## src/rtl/mem_controller_pkg.sv

```systemverilog
// Shared types for the cache<->memory request/tag controller: bus commands, tag sizing
// and the owner-table entry layout.
package mem_controller_pkg;

  localparam int XLEN         = 32;
  localparam int MEM_TAG_W    = 4;
  localparam int NUM_MEM_TAGS = 16;

  typedef enum logic [1:0] {
    BUS_NONE  = 2'd0,
    BUS_LOAD  = 2'd1,
    BUS_STORE = 2'd2
  } BUS_COMMAND;

  localparam logic OWNER_DCACHE = 1'b0;
  localparam logic OWNER_ICACHE = 1'b1;

  typedef struct packed {
    logic valid;
    logic owner;
  } MEM_OWNER_ENTRY;

  function automatic logic is_dcache_req(input BUS_COMMAND cmd);
    return (cmd == BUS_LOAD) || (cmd == BUS_STORE);
  endfunction

endpackage

```

## src/rtl/mem_controller_if.sv

```systemverilog
// Request/tag bus between the two caches, the controller and memory.
// slave = controller view, master = view of the agents driving caches and memory.
interface mem_controller_if;
  import mem_controller_pkg::*;

  // Handshake: a request is a non-NONE command held stable by the cache until the
  // same-cycle response is nonzero (accepted with that tag); completions are a nonzero
  // tag with data, valid for exactly one cycle, with no backpressure.
  BUS_COMMAND           dcache2ctlr_command;
  logic [XLEN-1:0]      dcache2ctlr_addr;
  logic [63:0]          dcache2ctlr_data;
  logic [MEM_TAG_W-1:0] Ctlr2proc_response;
  logic [63:0]          Ctlr2proc_data;
  logic [MEM_TAG_W-1:0] Ctlr2proc_tag;

  BUS_COMMAND           icache2ctlr_command;
  logic [XLEN-1:0]      icache2ctlr_addr;
  logic [MEM_TAG_W-1:0] Ctlr2icache_response;
  logic [63:0]          Ctlr2icache_data;
  logic [MEM_TAG_W-1:0] Ctlr2icache_tag;

  BUS_COMMAND           proc2mem_command;
  logic [XLEN-1:0]      proc2mem_addr;
  logic [63:0]          proc2mem_data;
  logic [MEM_TAG_W-1:0] mem2proc_response;
  logic [63:0]          mem2proc_data;
  logic [MEM_TAG_W-1:0] mem2proc_tag;

  modport slave (
    input  dcache2ctlr_command, dcache2ctlr_addr, dcache2ctlr_data,
    output Ctlr2proc_response, Ctlr2proc_data, Ctlr2proc_tag,
    input  icache2ctlr_command, icache2ctlr_addr,
    output Ctlr2icache_response, Ctlr2icache_data, Ctlr2icache_tag,
    output proc2mem_command, proc2mem_addr, proc2mem_data,
    input  mem2proc_response, mem2proc_data, mem2proc_tag
  );

  modport master (
    output dcache2ctlr_command, dcache2ctlr_addr, dcache2ctlr_data,
    input  Ctlr2proc_response, Ctlr2proc_data, Ctlr2proc_tag,
    output icache2ctlr_command, icache2ctlr_addr,
    input  Ctlr2icache_response, Ctlr2icache_data, Ctlr2icache_tag,
    input  proc2mem_command, proc2mem_addr, proc2mem_data,
    output mem2proc_response, mem2proc_data, mem2proc_tag
  );

endinterface

```

## src/rtl/mem_tag_owner_table.sv

```systemverilog
// Per-tag ownership record: which cache issued the request that memory accepted under a tag.
// Clear and set may hit the same tag in one cycle; the set is applied last and wins.
module mem_tag_owner_table
  import mem_controller_pkg::*;
#(
  parameter int NUM_TAGS = NUM_MEM_TAGS
) (
  input  logic                 clock,
  input  logic                 reset,
  input  logic                 set_en,
  input  logic [MEM_TAG_W-1:0] set_tag,
  input  logic                 set_owner,
  input  logic                 clr_en,
  input  logic [MEM_TAG_W-1:0] clr_tag,
  input  logic [MEM_TAG_W-1:0] lookup_tag,
  output MEM_OWNER_ENTRY       lookup_entry
);

  MEM_OWNER_ENTRY [NUM_TAGS-1:0] table_q;
  MEM_OWNER_ENTRY [NUM_TAGS-1:0] table_d;

  always_comb begin
    table_d = table_q;
    if (clr_en) begin
      table_d[clr_tag] = '0;
    end
    if (set_en) begin
      table_d[set_tag].valid = 1'b1;
      table_d[set_tag].owner = set_owner;
    end
  end

  always_ff @(posedge clock or posedge reset) begin
    if (reset) begin
      table_q <= '0;
    end else begin
      table_q <= table_d;
    end
  end

  assign lookup_entry = table_q[lookup_tag];

endmodule

```

## src/rtl/mem_controller.sv

```systemverilog
// Arbitrates dcache and icache onto one memory port and routes tagged completions back to
// their owner. Optional statistics counters are enabled by defining MEM_CTRL_STATS_EN.
module mem_controller
  import mem_controller_pkg::*;
#(
  parameter int NUM_TAGS     = NUM_MEM_TAGS,
  parameter int STARVE_LIMIT = 4
) (
  input  logic                                clock,
  input  logic                                reset,
  mem_controller_if.slave                     bus,
  output logic                                owner_err,
  output logic [$clog2(STARVE_LIMIT+1)-1:0]   dbg_starve_cnt
`ifdef MEM_CTRL_STATS_EN
  ,
  output logic [3:0][31:0]                    stats_disp
`endif
);

  localparam int SW = $clog2(STARVE_LIMIT + 1);
  localparam logic [SW-1:0] STARVE_MAX = SW'(STARVE_LIMIT);

  logic           dc_req;
  logic           ic_req;
  logic           forced;
  logic           ic_win;
  BUS_COMMAND     win_cmd;
  logic           grant_en;
  logic           cpl_hit;
  MEM_OWNER_ENTRY cpl_entry;

  logic [SW-1:0]        starve_cnt_q, starve_cnt_d;
  logic [MEM_TAG_W-1:0] dc_tag_q, dc_tag_d;
  logic [63:0]          dc_data_q, dc_data_d;
  logic [MEM_TAG_W-1:0] ic_tag_q, ic_tag_d;
  logic [63:0]          ic_data_q, ic_data_d;
  logic                 owner_err_q, owner_err_d;

  // icache only issues loads; a stray icache store is treated as idle.
  always_comb begin
    dc_req   = is_dcache_req(bus.dcache2ctlr_command);
    ic_req   = (bus.icache2ctlr_command == BUS_LOAD);
    forced   = (starve_cnt_q == STARVE_MAX);
    ic_win   = !dc_req || forced;
    win_cmd  = ic_win ? (ic_req ? BUS_LOAD : BUS_NONE) : bus.dcache2ctlr_command;
    grant_en = (win_cmd != BUS_NONE) && (bus.mem2proc_response != '0);
  end

  assign bus.proc2mem_command     = win_cmd;
  assign bus.proc2mem_addr        = ic_win ? bus.icache2ctlr_addr : bus.dcache2ctlr_addr;
  assign bus.proc2mem_data        = ic_win ? 64'd0 : bus.dcache2ctlr_data;
  assign bus.Ctlr2proc_response   = ic_win ? '0 : bus.mem2proc_response;
  assign bus.Ctlr2icache_response = ic_win ? bus.mem2proc_response : '0;

  always_comb begin
    starve_cnt_d = '0;
    if (ic_req && !ic_win) begin
      starve_cnt_d = (starve_cnt_q == STARVE_MAX) ? STARVE_MAX : starve_cnt_q + SW'(1);
    end
  end

  mem_tag_owner_table #(
    .NUM_TAGS (NUM_TAGS)
  ) u_owner_table (
    .clock        (clock),
    .reset        (reset),
    .set_en       (grant_en),
    .set_tag      (bus.mem2proc_response),
    .set_owner    (ic_win),
    .clr_en       (cpl_hit),
    .clr_tag      (bus.mem2proc_tag),
    .lookup_tag   (bus.mem2proc_tag),
    .lookup_entry (cpl_entry)
  );

  // Return registers hold a completion for exactly one cycle, then fall back to tag 0.
  always_comb begin
    cpl_hit     = (bus.mem2proc_tag != '0) && cpl_entry.valid;
    owner_err_d = (bus.mem2proc_tag != '0) && !cpl_entry.valid;
    dc_tag_d    = '0;
    dc_data_d   = '0;
    ic_tag_d    = '0;
    ic_data_d   = '0;
    if (cpl_hit) begin
      if (cpl_entry.owner == OWNER_ICACHE) begin
        ic_tag_d  = bus.mem2proc_tag;
        ic_data_d = bus.mem2proc_data;
      end else begin
        dc_tag_d  = bus.mem2proc_tag;
        dc_data_d = bus.mem2proc_data;
      end
    end
  end

  always_ff @(posedge clock or posedge reset) begin
    if (reset) begin
      starve_cnt_q <= '0;
      dc_tag_q     <= '0;
      dc_data_q    <= '0;
      ic_tag_q     <= '0;
      ic_data_q    <= '0;
      owner_err_q  <= 1'b0;
    end else begin
      starve_cnt_q <= starve_cnt_d;
      dc_tag_q     <= dc_tag_d;
      dc_data_q    <= dc_data_d;
      ic_tag_q     <= ic_tag_d;
      ic_data_q    <= ic_data_d;
      owner_err_q  <= owner_err_d;
    end
  end

  assign bus.Ctlr2proc_tag    = dc_tag_q;
  assign bus.Ctlr2proc_data   = dc_data_q;
  assign bus.Ctlr2icache_tag  = ic_tag_q;
  assign bus.Ctlr2icache_data = ic_data_q;
  assign owner_err            = owner_err_q;
  assign dbg_starve_cnt       = starve_cnt_q;

`ifdef MEM_CTRL_STATS_EN
  // Slots: 0 dcache grants, 1 icache grants, 2 memory rejects, 3 starvation-forced wins.
  logic [3:0][31:0] stats_q, stats_d;
  logic [3:0]       stats_inc;

  always_comb begin
    stats_inc[0] = grant_en && !ic_win;
    stats_inc[1] = grant_en && ic_win;
    stats_inc[2] = (win_cmd != BUS_NONE) && (bus.mem2proc_response == '0);
    stats_inc[3] = forced && dc_req;
    for (int i = 0; i < 4; i++) begin
      stats_d[i] = (stats_inc[i] && (stats_q[i] != 32'hFFFF_FFFF)) ? stats_q[i] + 32'd1
                                                                   : stats_q[i];
    end
  end

  always_ff @(posedge clock or posedge reset) begin
    if (reset) begin
      stats_q <= '0;
    end else begin
      stats_q <= stats_d;
    end
  end

  assign stats_disp = stats_q;
`endif

endmodule

```

## src/flat_wrapper.sv

```systemverilog
// flat-port wrapper written by rule: the top's interface ports become plain ports
module mem_controller_flat import mem_controller_pkg::*;
#(
  parameter int NUM_TAGS     = NUM_MEM_TAGS,
  parameter int STARVE_LIMIT = 4
)
  (clock, reset, owner_err, dbg_starve_cnt, bus_dcache2ctlr_command, bus_dcache2ctlr_addr, bus_dcache2ctlr_data, bus_Ctlr2proc_response, bus_Ctlr2proc_data, bus_Ctlr2proc_tag, bus_icache2ctlr_command, bus_icache2ctlr_addr, bus_Ctlr2icache_response, bus_Ctlr2icache_data, bus_Ctlr2icache_tag, bus_proc2mem_command, bus_proc2mem_addr, bus_proc2mem_data, bus_mem2proc_response, bus_mem2proc_data, bus_mem2proc_tag);
  mem_controller_if bus_i ();
  input  logic clock;
  input  logic reset;
  output logic owner_err;
  output logic [$clog2(STARVE_LIMIT+1)-1:0] dbg_starve_cnt;
  input wire logic [$bits(bus_i.dcache2ctlr_command)-1:0] bus_dcache2ctlr_command;
  input wire logic [$bits(bus_i.dcache2ctlr_addr)-1:0] bus_dcache2ctlr_addr;
  input wire logic [$bits(bus_i.dcache2ctlr_data)-1:0] bus_dcache2ctlr_data;
  output wire logic [$bits(bus_i.Ctlr2proc_response)-1:0] bus_Ctlr2proc_response;
  output wire logic [$bits(bus_i.Ctlr2proc_data)-1:0] bus_Ctlr2proc_data;
  output wire logic [$bits(bus_i.Ctlr2proc_tag)-1:0] bus_Ctlr2proc_tag;
  input wire logic [$bits(bus_i.icache2ctlr_command)-1:0] bus_icache2ctlr_command;
  input wire logic [$bits(bus_i.icache2ctlr_addr)-1:0] bus_icache2ctlr_addr;
  output wire logic [$bits(bus_i.Ctlr2icache_response)-1:0] bus_Ctlr2icache_response;
  output wire logic [$bits(bus_i.Ctlr2icache_data)-1:0] bus_Ctlr2icache_data;
  output wire logic [$bits(bus_i.Ctlr2icache_tag)-1:0] bus_Ctlr2icache_tag;
  output wire logic [$bits(bus_i.proc2mem_command)-1:0] bus_proc2mem_command;
  output wire logic [$bits(bus_i.proc2mem_addr)-1:0] bus_proc2mem_addr;
  output wire logic [$bits(bus_i.proc2mem_data)-1:0] bus_proc2mem_data;
  input wire logic [$bits(bus_i.mem2proc_response)-1:0] bus_mem2proc_response;
  input wire logic [$bits(bus_i.mem2proc_data)-1:0] bus_mem2proc_data;
  input wire logic [$bits(bus_i.mem2proc_tag)-1:0] bus_mem2proc_tag;
  assign bus_i.dcache2ctlr_command = bus_dcache2ctlr_command;
  assign bus_i.dcache2ctlr_addr = bus_dcache2ctlr_addr;
  assign bus_i.dcache2ctlr_data = bus_dcache2ctlr_data;
  assign bus_Ctlr2proc_response = bus_i.Ctlr2proc_response;
  assign bus_Ctlr2proc_data = bus_i.Ctlr2proc_data;
  assign bus_Ctlr2proc_tag = bus_i.Ctlr2proc_tag;
  assign bus_i.icache2ctlr_command = bus_icache2ctlr_command;
  assign bus_i.icache2ctlr_addr = bus_icache2ctlr_addr;
  assign bus_Ctlr2icache_response = bus_i.Ctlr2icache_response;
  assign bus_Ctlr2icache_data = bus_i.Ctlr2icache_data;
  assign bus_Ctlr2icache_tag = bus_i.Ctlr2icache_tag;
  assign bus_proc2mem_command = bus_i.proc2mem_command;
  assign bus_proc2mem_addr = bus_i.proc2mem_addr;
  assign bus_proc2mem_data = bus_i.proc2mem_data;
  assign bus_i.mem2proc_response = bus_mem2proc_response;
  assign bus_i.mem2proc_data = bus_mem2proc_data;
  assign bus_i.mem2proc_tag = bus_mem2proc_tag;
  mem_controller #(.NUM_TAGS(NUM_TAGS), .STARVE_LIMIT(STARVE_LIMIT)) u_core (.clock(clock), .reset(reset), .bus(bus_i), .owner_err(owner_err), .dbg_starve_cnt(dbg_starve_cnt));
endmodule
```

## config.mk

```make
export PLATFORM = sky130hd
export DESIGN_NAME = mem_controller_flat
export DESIGN_NICKNAME = d
export VERILOG_FILES = /design/src/rtl/mem_controller_pkg.sv /design/src/rtl/mem_controller_if.sv /design/src/rtl/mem_tag_owner_table.sv /design/src/rtl/mem_controller.sv /design/src/flat_wrapper.sv
export SDC_FILE = /design/constraint.sdc
export NUM_CORES = 1
export LEC_CHECK = 0
export ABC_AREA = 1
export CORE_AREA = 5 5 172 174
export DETAILED_ROUTE_END_ITERATION = 16
export DIE_AREA = 0 0 177 179
export PLACE_DENSITY = 0.64
export SLEW_MARGIN = 20
export SYNTH_ARGS = -nofsm -noshare
export SYNTH_HDL_FRONTEND = slang
export SYNTH_SLANG_ARGS = --single-unit
```

## constraint.sdc

```tcl
create_clock -name clock -period 6.65 [get_ports clock]
set_clock_uncertainty 0.1 [all_clocks]
set_input_delay 1.33 -clock clock [delete_from_list [all_inputs] [get_ports clock]]
set_output_delay 1.33 -clock clock [all_outputs]
set_load 0.005 [all_outputs]
```

==> Word-level counts from Yosys, hierarchy flattened <==
Index checks and enable logic that the tools add are counted.
{ "word_totals": {"input_bits": 206, "register_bits": 172, "out_inout_bits": 246} }
{ "classes": {"eq_ne": 4, "n_lt_le_gt_ge": 4, "mux": 28, "n_addsub": 1, "reduce_logical": 14, "bitwise_logic": 2} }
{ "op_table": {"columns": ["op", "n"], "rows": [
  ["64-bit two-way mux", 5],
  ["32-bit two-way mux", 3],
  ["32-bit bitwise mux", 2],
  ["32-bit bitwise AND", 1],
  ["32-bit NOT", 1],
  ["2-bit demux with 4-bit select", 3],
  ["4-bit two-way mux", 6],
  ["4-bit by 5-bit < comparator with 1-bit output, second input constant", 2],
  ["2-bit binary-select mux with 4-bit select", 1],
  ["4-bit by 1-bit greater-or-equal comparator with 1-bit output, second input constant", 2],
  ["2-bit two-way mux", 4],
  ["4-bit nonzero test", 2],
  ["1-bit logical AND", 6],
  ["3-bit two-way mux", 2],
  ["2-bit by 1-bit == test with 1-bit output, second input constant", 2],
  ["3-bit by 1-bit adder with 3-bit output, second input constant", 1],
  ["3-bit == test, second input constant", 1],
  ["1-bit zero test", 3],
  ["2-bit == test, second input constant", 1],
  ["1-bit logical OR", 2],
  ["1-bit two-way mux", 2],
  ["2-bit nonzero test", 1]
]} }

==> Longest topological paths before layout <==
Gate-level depths: netlist of the first run.
{ "logic_depth": {"ltp_word": 10, "depth_mapped": 14} }

==> Hierarchy <==
A second synthesis of the first run with hierarchy kept.
{ "hier_totals": {"hier_cells": 992, "hier_area_um2": 7674.9} }
{ "by_module_without_submodules": {"columns": ["module", "area_each_um2", "instances", "cells_each"], "rows": [
  ["mem_controller", 5854.4, 1, 729],
  ["mem_tag_owner_table", 1820.5, 1, 263]
]} }

==> Least setup slack after synthesis of the first run <==
No wires, ideal clock.
{ "synth_timing": {"path_kind": "input -> output", "startpoint": "input bus_dcache2ctlr_command[0]", "endpoint": "output bus_proc2mem_addr[10]", "path_stages": 7, "arrival_ns": 2.327, "slack_ns": 2.893, "cell_sequence": "nand2_1 > nand2_1 > nor2_1 > clkbuf_1 > clkbuf_1 > nand2_1 > nand2_1"} }
{ "synth_via": {"elab_chain_cells": 5, "word_cells_on_any_way": 6} }
{ "synth_lines": {"columns": ["item", "line_no", "rtl"], "rows": [
  ["start, declared", "flat_wrapper.sv:13", "input wire logic [$bits(bus_i.dcache2ctlr_command)-1:0] bus_dcache2ctlr_command;"],
  ["2-bit by 1-bit == test with 1-bit output or 2-bit == test (tied branches)", "mem_controller_pkg.sv:24", "return (cmd == BUS_LOAD) || (cmd == BUS_STORE);"],
  ["1-bit logical OR (*)", "mem_controller_pkg.sv:24", null],
  ["1-bit zero test (*)", "mem_controller.sv:44", "ic_win = !dc_req || forced;"],
  ["1-bit logical OR (*)", "mem_controller.sv:44", null],
  ["32-bit two-way mux (*)", "mem_controller.sv:50", "assign bus.proc2mem_addr = ic_win ? bus.icache2ctlr_addr : bus.dcache2ctlr_addr;"],
  ["end, declared", "flat_wrapper.sv:25", "output wire logic [$bits(bus_i.proc2mem_addr)-1:0] bus_proc2mem_addr;"]
]} }
Mark *: on every way between the ends. The rest lies on a longest branch, timed or not.

==> Worst setup path after layout of the first run <==
{ "layout_timing": {"startpoint": "input bus_dcache2ctlr_command[1]", "endpoint": "output bus_proc2mem_data[9]"} }
{ "layout_via": {"elab_chain_cells": 5, "word_cells_on_any_way": 6} }
{ "layout_lines": {"columns": ["item", "line_no", "rtl"], "rows": [
  ["2-bit by 1-bit == test with 1-bit output or 2-bit == test (tied branches)", "mem_controller_pkg.sv:24", null],
  ["1-bit logical OR (*)", "mem_controller_pkg.sv:24", null],
  ["1-bit zero test (*)", "mem_controller.sv:44", null],
  ["1-bit logical OR (*)", "mem_controller.sv:44", null],
  ["64-bit two-way mux (*)", "mem_controller.sv:51", "assign bus.proc2mem_data = ic_win ? 64'd0 : bus.dcache2ctlr_data;"],
  ["end, declared", "flat_wrapper.sv:26", "output wire logic [$bits(bus_i.proc2mem_data)-1:0] bus_proc2mem_data;"]
]} }
Marks and branches as above.

==> summary.md, run 1 <==
| Metric | Value |
|---|---|
| Wire length per cell | `18.0 um` |
| Synth cell types | `21` |
| Worst setup EP type | `output port` |
| RSZ-0062 raised after global routing | `false` |
| Die Ht | `179 um` |
| Most common cell after layout, fill and taps aside | `clkdlybuf4s50_1` |
| Area grow syn2layout | `69.4%` |
| CTS tree | `yes` |
| Layout cells sized above 1 | `0.0370` |
| Hold WC Path Type | `reg -> reg` |
| Post-CTS sizing | `0` |
| Post-CTS Setup Inserts | `0` |
| Final Net Count | `around 1,700` |
| Most frequent cells in the layout | `clkdlybuf4s50_1 (451), nand2_1 (313), nor2_1 (253)` |
| Flops & latches, synth | `between 150 and 200` |
| VDD IR-drop max | `0.148 mV` |
| Final Util | `0.476` |
| Mapped cell area | `0.00776 mm^2` |
| Critical path class | `in -> out` |
| FMAX | `189 MHz` |
| Syn Inst Count | `1,025` |
| Final WL | `33,000 um` |
| Crit path max fanout | `60` |
| Cts bufs inserted | `17` |
| Cell chain of the critical path | `clkdlybuf4s50_1 > nor2_1 > nor2_4 > clkinv_2 > buf_4 > nor2_1 > clkdlybuf4s50_1` |
| Cell Rows | `between 60 and 70` |
| Sum Neg Setup Slack | `0 ps` |
| Syn avg cell area | `~7.6 um^2` |
| Critical path's slowest cell | `clkinv_2` |
| Die W | `177 um` |
| Leakage | `6.37 nW` |
| Overall Global Routing Usage | `0.200` |
| CP max stage delay | `610 ps` |
| DRT iter0 DRCs | `511` |
| WP data arrival | `3860 ps` |
| RePlAce Congestion | `approximately 0.9` |
| Worst Path Buf+Inv | `4` |
| PwrDens | `227 mW/mm^2` |
| Final hold slack | `between 200 and 300 ps` |
| Die Area | `roughly 0.032 mm^2` |
| Maximum clock path buffer count | `2` |
| Post-CTS Hold Fix Bufs | `0` |
| Post-route clock period utilization | `0.796` |
| Tmin final | `around 5300 ps` |
| Crit path max-delay family | `buffers and inverters` |
| Clk slew on worst S/H paths | `70 ps` |
| Post-DP HPWL | `26,200 um` |
| First-pass GRT wire length | `47,600 um` |
| Seq/Total Area, Yosys | `0.554` |
| Worst-Margin Slew | `976 ps` |
| Root buffer cell | `clkbuf_16` |
| Port bufs | `451` |
| Startpoint type of the worst setup path | `input pin` |
| Htree depth | `4` |
| Detailed-route DRC error count | `0` |
| Clk sinks | `172` |
| Max-slew headroom | `0.350` |
| Worst Path Required | `approximately 5200 ps` |
| Maxcap violations | `0` |
| Placeable Area | `~0.028 mm^2` |
| Router iterations before antenna repair | `6` |
| Top Ports | `between 400 and 500` |
| Post-DRT Antenna Nets | `0` |
| Vias/cell | `around 4.4` |
| Max Slew Vio Count | `0` |
| Synthesis warning total | `0` |
| Initial antenna violation count | `0` |
| Worst-Skew Late Latency | `430 ps` |
| Final Hold Fails | `0` |
| Pin count of the biggest net entering global routing | `84` |
| Vias in the first global route | `~8,000` |
| Routed via count | `approximately 8,000` |
| Status | `finished clean` |
| Count of final setup violators | `0` |
| Effective utilization at floorplan | `0.281` |
| GR Overflow Total | `0` |
| Syn_nets | `1,233` |
## through the flow
stage	area [um^2]	worst slack (ps)	power (mW)	std cells
floorplan	7760	560	1.55	1025
global placement	12600	1430	2.02	1806
detailed placement	12600	1370	2.03	1806
CTS	13200	1380	3.02	1838
global route	13200	1180	3.13	1838
finish	13200	1360	2.98	1839
## cell families after synthesis
group	Yosys count	share of synthesized area
AO/OA/AOI/OAI	12	0.00838
adder cells (fa/ha/maj)	2	0.00322
buffers and inverters	164	0.0891
flip-flops	172	0.554
AND/OR/NAND/NOR	675	0.345
## layer usage
| metal | routed length (um) | track usage |
|---|---|---|
| met1 | 11900 | 0.210 |
| met5 | 0 | 0 |
| met3 | 2850 | 0.0595 |
| met4 | 1400 | 0.0951 |
| met2 | 16900 | 0.366 |
## where the power goes
part / leakage, nW / switching (mW) / internal [mW]
Clock: 0.285 / 0.473 / 0.512
Sequential: 2.32 / 0.0420 / 1.15
Combinational: 3.77 / 0.398 / 0.404
Total: 6.37 / 0.914 / 2.07
## Yosys cell counts
library cell / number / area share
a21oi_1: 1 / 0.00064
a21oi_2: 1 / 0.0011
a31oi_1: 1 / 0.00081
buf_1: 7 / 0.0034
buf_2: 22 / 0.014
buf_4: 3 / 0.0029
buf_6: 5 / 0.0073
clkbuf_1: 22 / 0.011
dfrtp_1: 172 / 0.55
ha_1: 2 / 0.0032
inv_1: 103 / 0.050
inv_2: 2 / 0.00097
nand2_1: 316 / 0.15
nand2_2: 1 / 0.00081
nand3_1: 97 / 0.063
nand4_1: 4 / 0.0032
nor2_1: 254 / 0.12
nor2_4: 1 / 0.0015
nor3_1: 1 / 0.00064
o21ai_0: 9 / 0.0058
or2_2: 1 / 0.00081
## state kept, by name, indices dropped and copies added, names as in the netlist
register and flops:
u_core.bus.Ctlr2icache_data 64, u_core.bus.Ctlr2icache_tag 4, u_core.bus.Ctlr2proc_tag 4, u_core.owner_err 1, u_core.u_owner_table.table_q 32, u_core.bus.Ctlr2proc_data 64
u_core.dbg_starve_cnt 3
## area by class of cell
class / instances / area (um^2)
Antenna cell: 1 / 2.50
Inverter: 105 / 400
Clock buffer: 18 / 439
Sequential cell: 172 / 4300
Fill cell: 2696 / 14500
Timing Repair Buffer: 462 / 4610
Clock inverter: 14 / 144
Tap cell: 378 / 473
Multi-Input combinational cell: 689 / 2780
## path summary, 6_finish.rpt
kind                                                  from                          endpoint  slack, ps  depth (start not counted)
min reg2reg                u_core.u_owner_table.table_q[1]   u_core.u_owner_table.table_q[1]        280                          0
max reg2reg                       u_core.dbg_starve_cnt[0]  u_core.u_owner_table.table_q[22]       3900                         13
min                        u_core.u_owner_table.table_q[1]   u_core.u_owner_table.table_q[1]        280                          0
max in group asynchronous                            reset   u_core.bus.Ctlr2icache_data[26]       3940                          3
max                             bus_dcache2ctlr_command[1]              bus_proc2mem_data[9]       1360                          7
min in group asynchronous                            reset     u_core.bus.Ctlr2icache_tag[0]       1220                          2
Note: power is estimated with default switching activity, not from simulation.
==> run 2: changes to the inputs <==
- clock period: 6.65 -> 5.1 ns (I/O delays scaled with it)
==> run 2 against run 1 <==
  * Wire length increased by 2.4%
  * Hold slack about the same
  * Sequential power increased by 31%
  * Critical path depth unchanged
  * Die area unchanged
  * Utilization increased by 0.22 points
  * Flip-flop and latch count unchanged
  * Sequential share of layout area decreased by 0.15 points
  * Global-route usage increased by 0.56 points
  * Register-to-register slack got worse by 1600 ps
  * Final cell count increased by 0.11%
  * Critical path type unchanged
==> summary.md, run 2 (synthesis results as in run 1) <==
| Metric | Value |
|---|---|
| Most frequent cells in the layout | `clkdlybuf4s50_1 (450), nand2_1 (313), nor2_1 (253) (was clkdlybuf4s50_1 (451), nand2_1 (313), nor2_1 (253))` |
| Cts bufs inserted | `17 (unchanged)` |
| Die W | `177 um (unchanged)` |
| Most common cell after layout, fill and taps aside | `clkdlybuf4s50_1 (unchanged)` |
| Post-DP HPWL | `27,000 um (was 26,200 um)` |
| Clk slew on worst S/H paths | `70 ps (about the same)` |
| Area grow syn2layout | `70.2% (was 69.4%)` |
| Cell Rows | `61 (unchanged)` |
| Final Net Count | `1,658 (was 1,655)` |
| Die Area | `0.0317 mm^2 (unchanged)` |
| Worst-Skew Late Latency | `420 ps (was 430 ps)` |
| Final hold slack | `285 ps (was 284 ps)` |
| Final WL | `33,800 um (was 33,000 um)` |
| Die Ht | `179 um (unchanged)` |
| Count of final setup violators | `0 (unchanged)` |
| Worst setup EP type | `output port (unchanged)` |
| Initial antenna violation count | `0 (unchanged)` |
| Root buffer cell | `clkbuf_16 (unchanged)` |
| FMAX | `238 MHz` |
| WP data arrival | `3080 ps (was 3860 ps)` |
| Status | `finished clean (unchanged)` |
| Final Hold Fails | `0 (unchanged)` |
| Vias/cell | `4.39 (was 4.35)` |
| Effective utilization at floorplan | `0.281 (unchanged)` |
| Max-slew headroom | `0.368 (was 0.350)` |
| Layout cells sized above 1 | `0.0390 (was 0.0370)` |
| Router iterations before antenna repair | `5 (was 6)` |
| DRT iter0 DRCs | `497 (was 511)` |
| Crit path max-delay family | `buffers and inverters (unchanged)` |
| First-pass GRT wire length | `49,100 um (was 47,600 um)` |
| Post-CTS Setup Inserts | `0 (unchanged)` |
| Maximum clock path buffer count | `2 (unchanged)` |
| Crit path max fanout | `34 (was 60)` |
| Final Util | `0.478 (was 0.476)` |
| RePlAce Congestion | `0.902 (was 0.923)` |
| Placeable Area | `0.0276 mm^2 (unchanged)` |
| Tmin final | `4200 ps` |
| Top Ports | `452 (unchanged)` |
| ANT cells | `0 (was 1)` |
| Cell chain of the critical path | `clkdlybuf4s50_1 > nor2_1 > nor2_2 > clkinv_2 > buf_4 > nor2_1 > clkdlybuf4s50_1 (was clkdlybuf4s50_1 > nor2_1 > nor2_4 > clkinv_2 > buf_4 > nor2_1 > clkdlybuf4s50_1)` |
| GR Overflow Total | `0 (unchanged)` |
| Max Slew Vio Count | `0 (unchanged)` |
| Wire length per cell | `18.4 um (was 18.0 um)` |
| VDD IR-drop max | `0.212 mV (was 0.148 mV)` |
| Post-DRT Antenna Nets | `0 (unchanged)` |
| Leakage | `6.40 nW (was 6.37 nW)` |
| Post-route clock period utilization | `0.824` |
| Fill cells | `2,703 (was 2,696)` |
| RSZ-0062 raised after global routing | `false (unchanged)` |
| Worst-Margin Slew | `948 ps (was 976 ps)` |
| Routed via count | `8,085 (was 8,007)` |
| Critical path's slowest cell | `clkdlybuf4s50_1 (was clkinv_2)` |
| Port bufs | `451 (unchanged)` |
| Htree depth | `4 (unchanged)` |
| Tot Pwr | `3.88 mW (was 2.98 mW)` |
| Worst Path Buf+Inv | `4 (unchanged)` |
| Clk sinks | `172 (unchanged)` |
| Pin count of the biggest net entering global routing | `84 (unchanged)` |
| Startpoint type of the worst setup path | `input pin (unchanged)` |
| Worst Path Required | `3980 ps (was 5220 ps)` |
| Vias in the first global route | `8,047 (was 8,044)` |
| Post-CTS Hold Fix Bufs | `0 (unchanged)` |
| CP max stage delay | `530 ps (was 610 ps)` |
| Overall Global Routing Usage | `0.205 (was 0.200)` |
| PwrDens | `293 mW/mm^2 (was 227 mW/mm^2)` |
| Detailed-route DRC error count | `0 (unchanged)` |
| Post-CTS sizing | `0 (unchanged)` |
| Hold WC Path Type | `reg -> reg (unchanged)` |
| Maxcap violations | `0 (unchanged)` |
| Critical path class | `in -> out (unchanged)` |
| CTS tree | `yes (unchanged)` |
| Sum Neg Setup Slack | `0 ps (unchanged)` |
[run 2: cell count changes in the layout (fill, tap and decap cells not counted)]
cell             delta
diode_2             -1
nor2_2              +1
clkinv_4            +4
clkbuf_1            +1
buf_12              +4
clkinv_8            +1
clkdlybuf4s50_1     -1
clkinvlp_4          +1
inv_8               +1
clkbuf_8            -1
inv_6               -7
nor2_4              -1
[run 2: final cells by class]
cell class	instances	area (um^2)	share of cell area
inverters	105	399	0.0302
repair buffers	465	4680	0.354
multi-input cells	689	2780	0.210
clock buffers	18	429	0.0325
well taps	378	473	0.0358
clock inverters	14	154	0.0116
flip-flops and latches	172	4300	0.326
[run 2: final timing paths]
kind / from / slack (ps) / cells past startpoint / end
max in group asynchronous: reset / 2960 / 3 / u_core.bus.Ctlr2icache_data[10]
setup / recovery: bus_dcache2ctlr_command[1] / 900 / 7 / bus_Ctlr2proc_response[2]
hold / removal: u_core.u_owner_table.table_q[1] / 280 / 0 / u_core.u_owner_table.table_q[1]
setup reg to reg: u_core.dbg_starve_cnt[0] / 2270 / 13 / u_core.u_owner_table.table_q[30]
min in group asynchronous: reset / 1040 / 2 / u_core.bus.Ctlr2icache_data[36]
hold reg to reg: u_core.u_owner_table.table_q[1] / 280 / 0 / u_core.u_owner_table.table_q[1]
[run 2: power by group]
part,leakage [nW],switching [mW],internal (mW)
clock,0.281,0.601,0.654
sequential,2.32,0.0578,1.50
combinational,3.80,0.525,0.536
total,6.40,1.18,2.69
[run 2: through the flow]
stage	worst slack (ps)	cells	area, um^2
final	896	1841	13200
after global placement	928	1809	12600
after global routing	740	1841	13200
after floorplan	1780	1025	7770
after detailed placement	887	1809	12600
after CTS	888	1841	13200
[run 2: per-layer routing]
metal  wire (um)  vias up  global-route usage
met5           0        -                   0
li1            -     3918                   -
met3        3350       43              0.0694
met4        1020        0              0.0709
met1       11700     3726               0.214
met2       17800      398               0.385
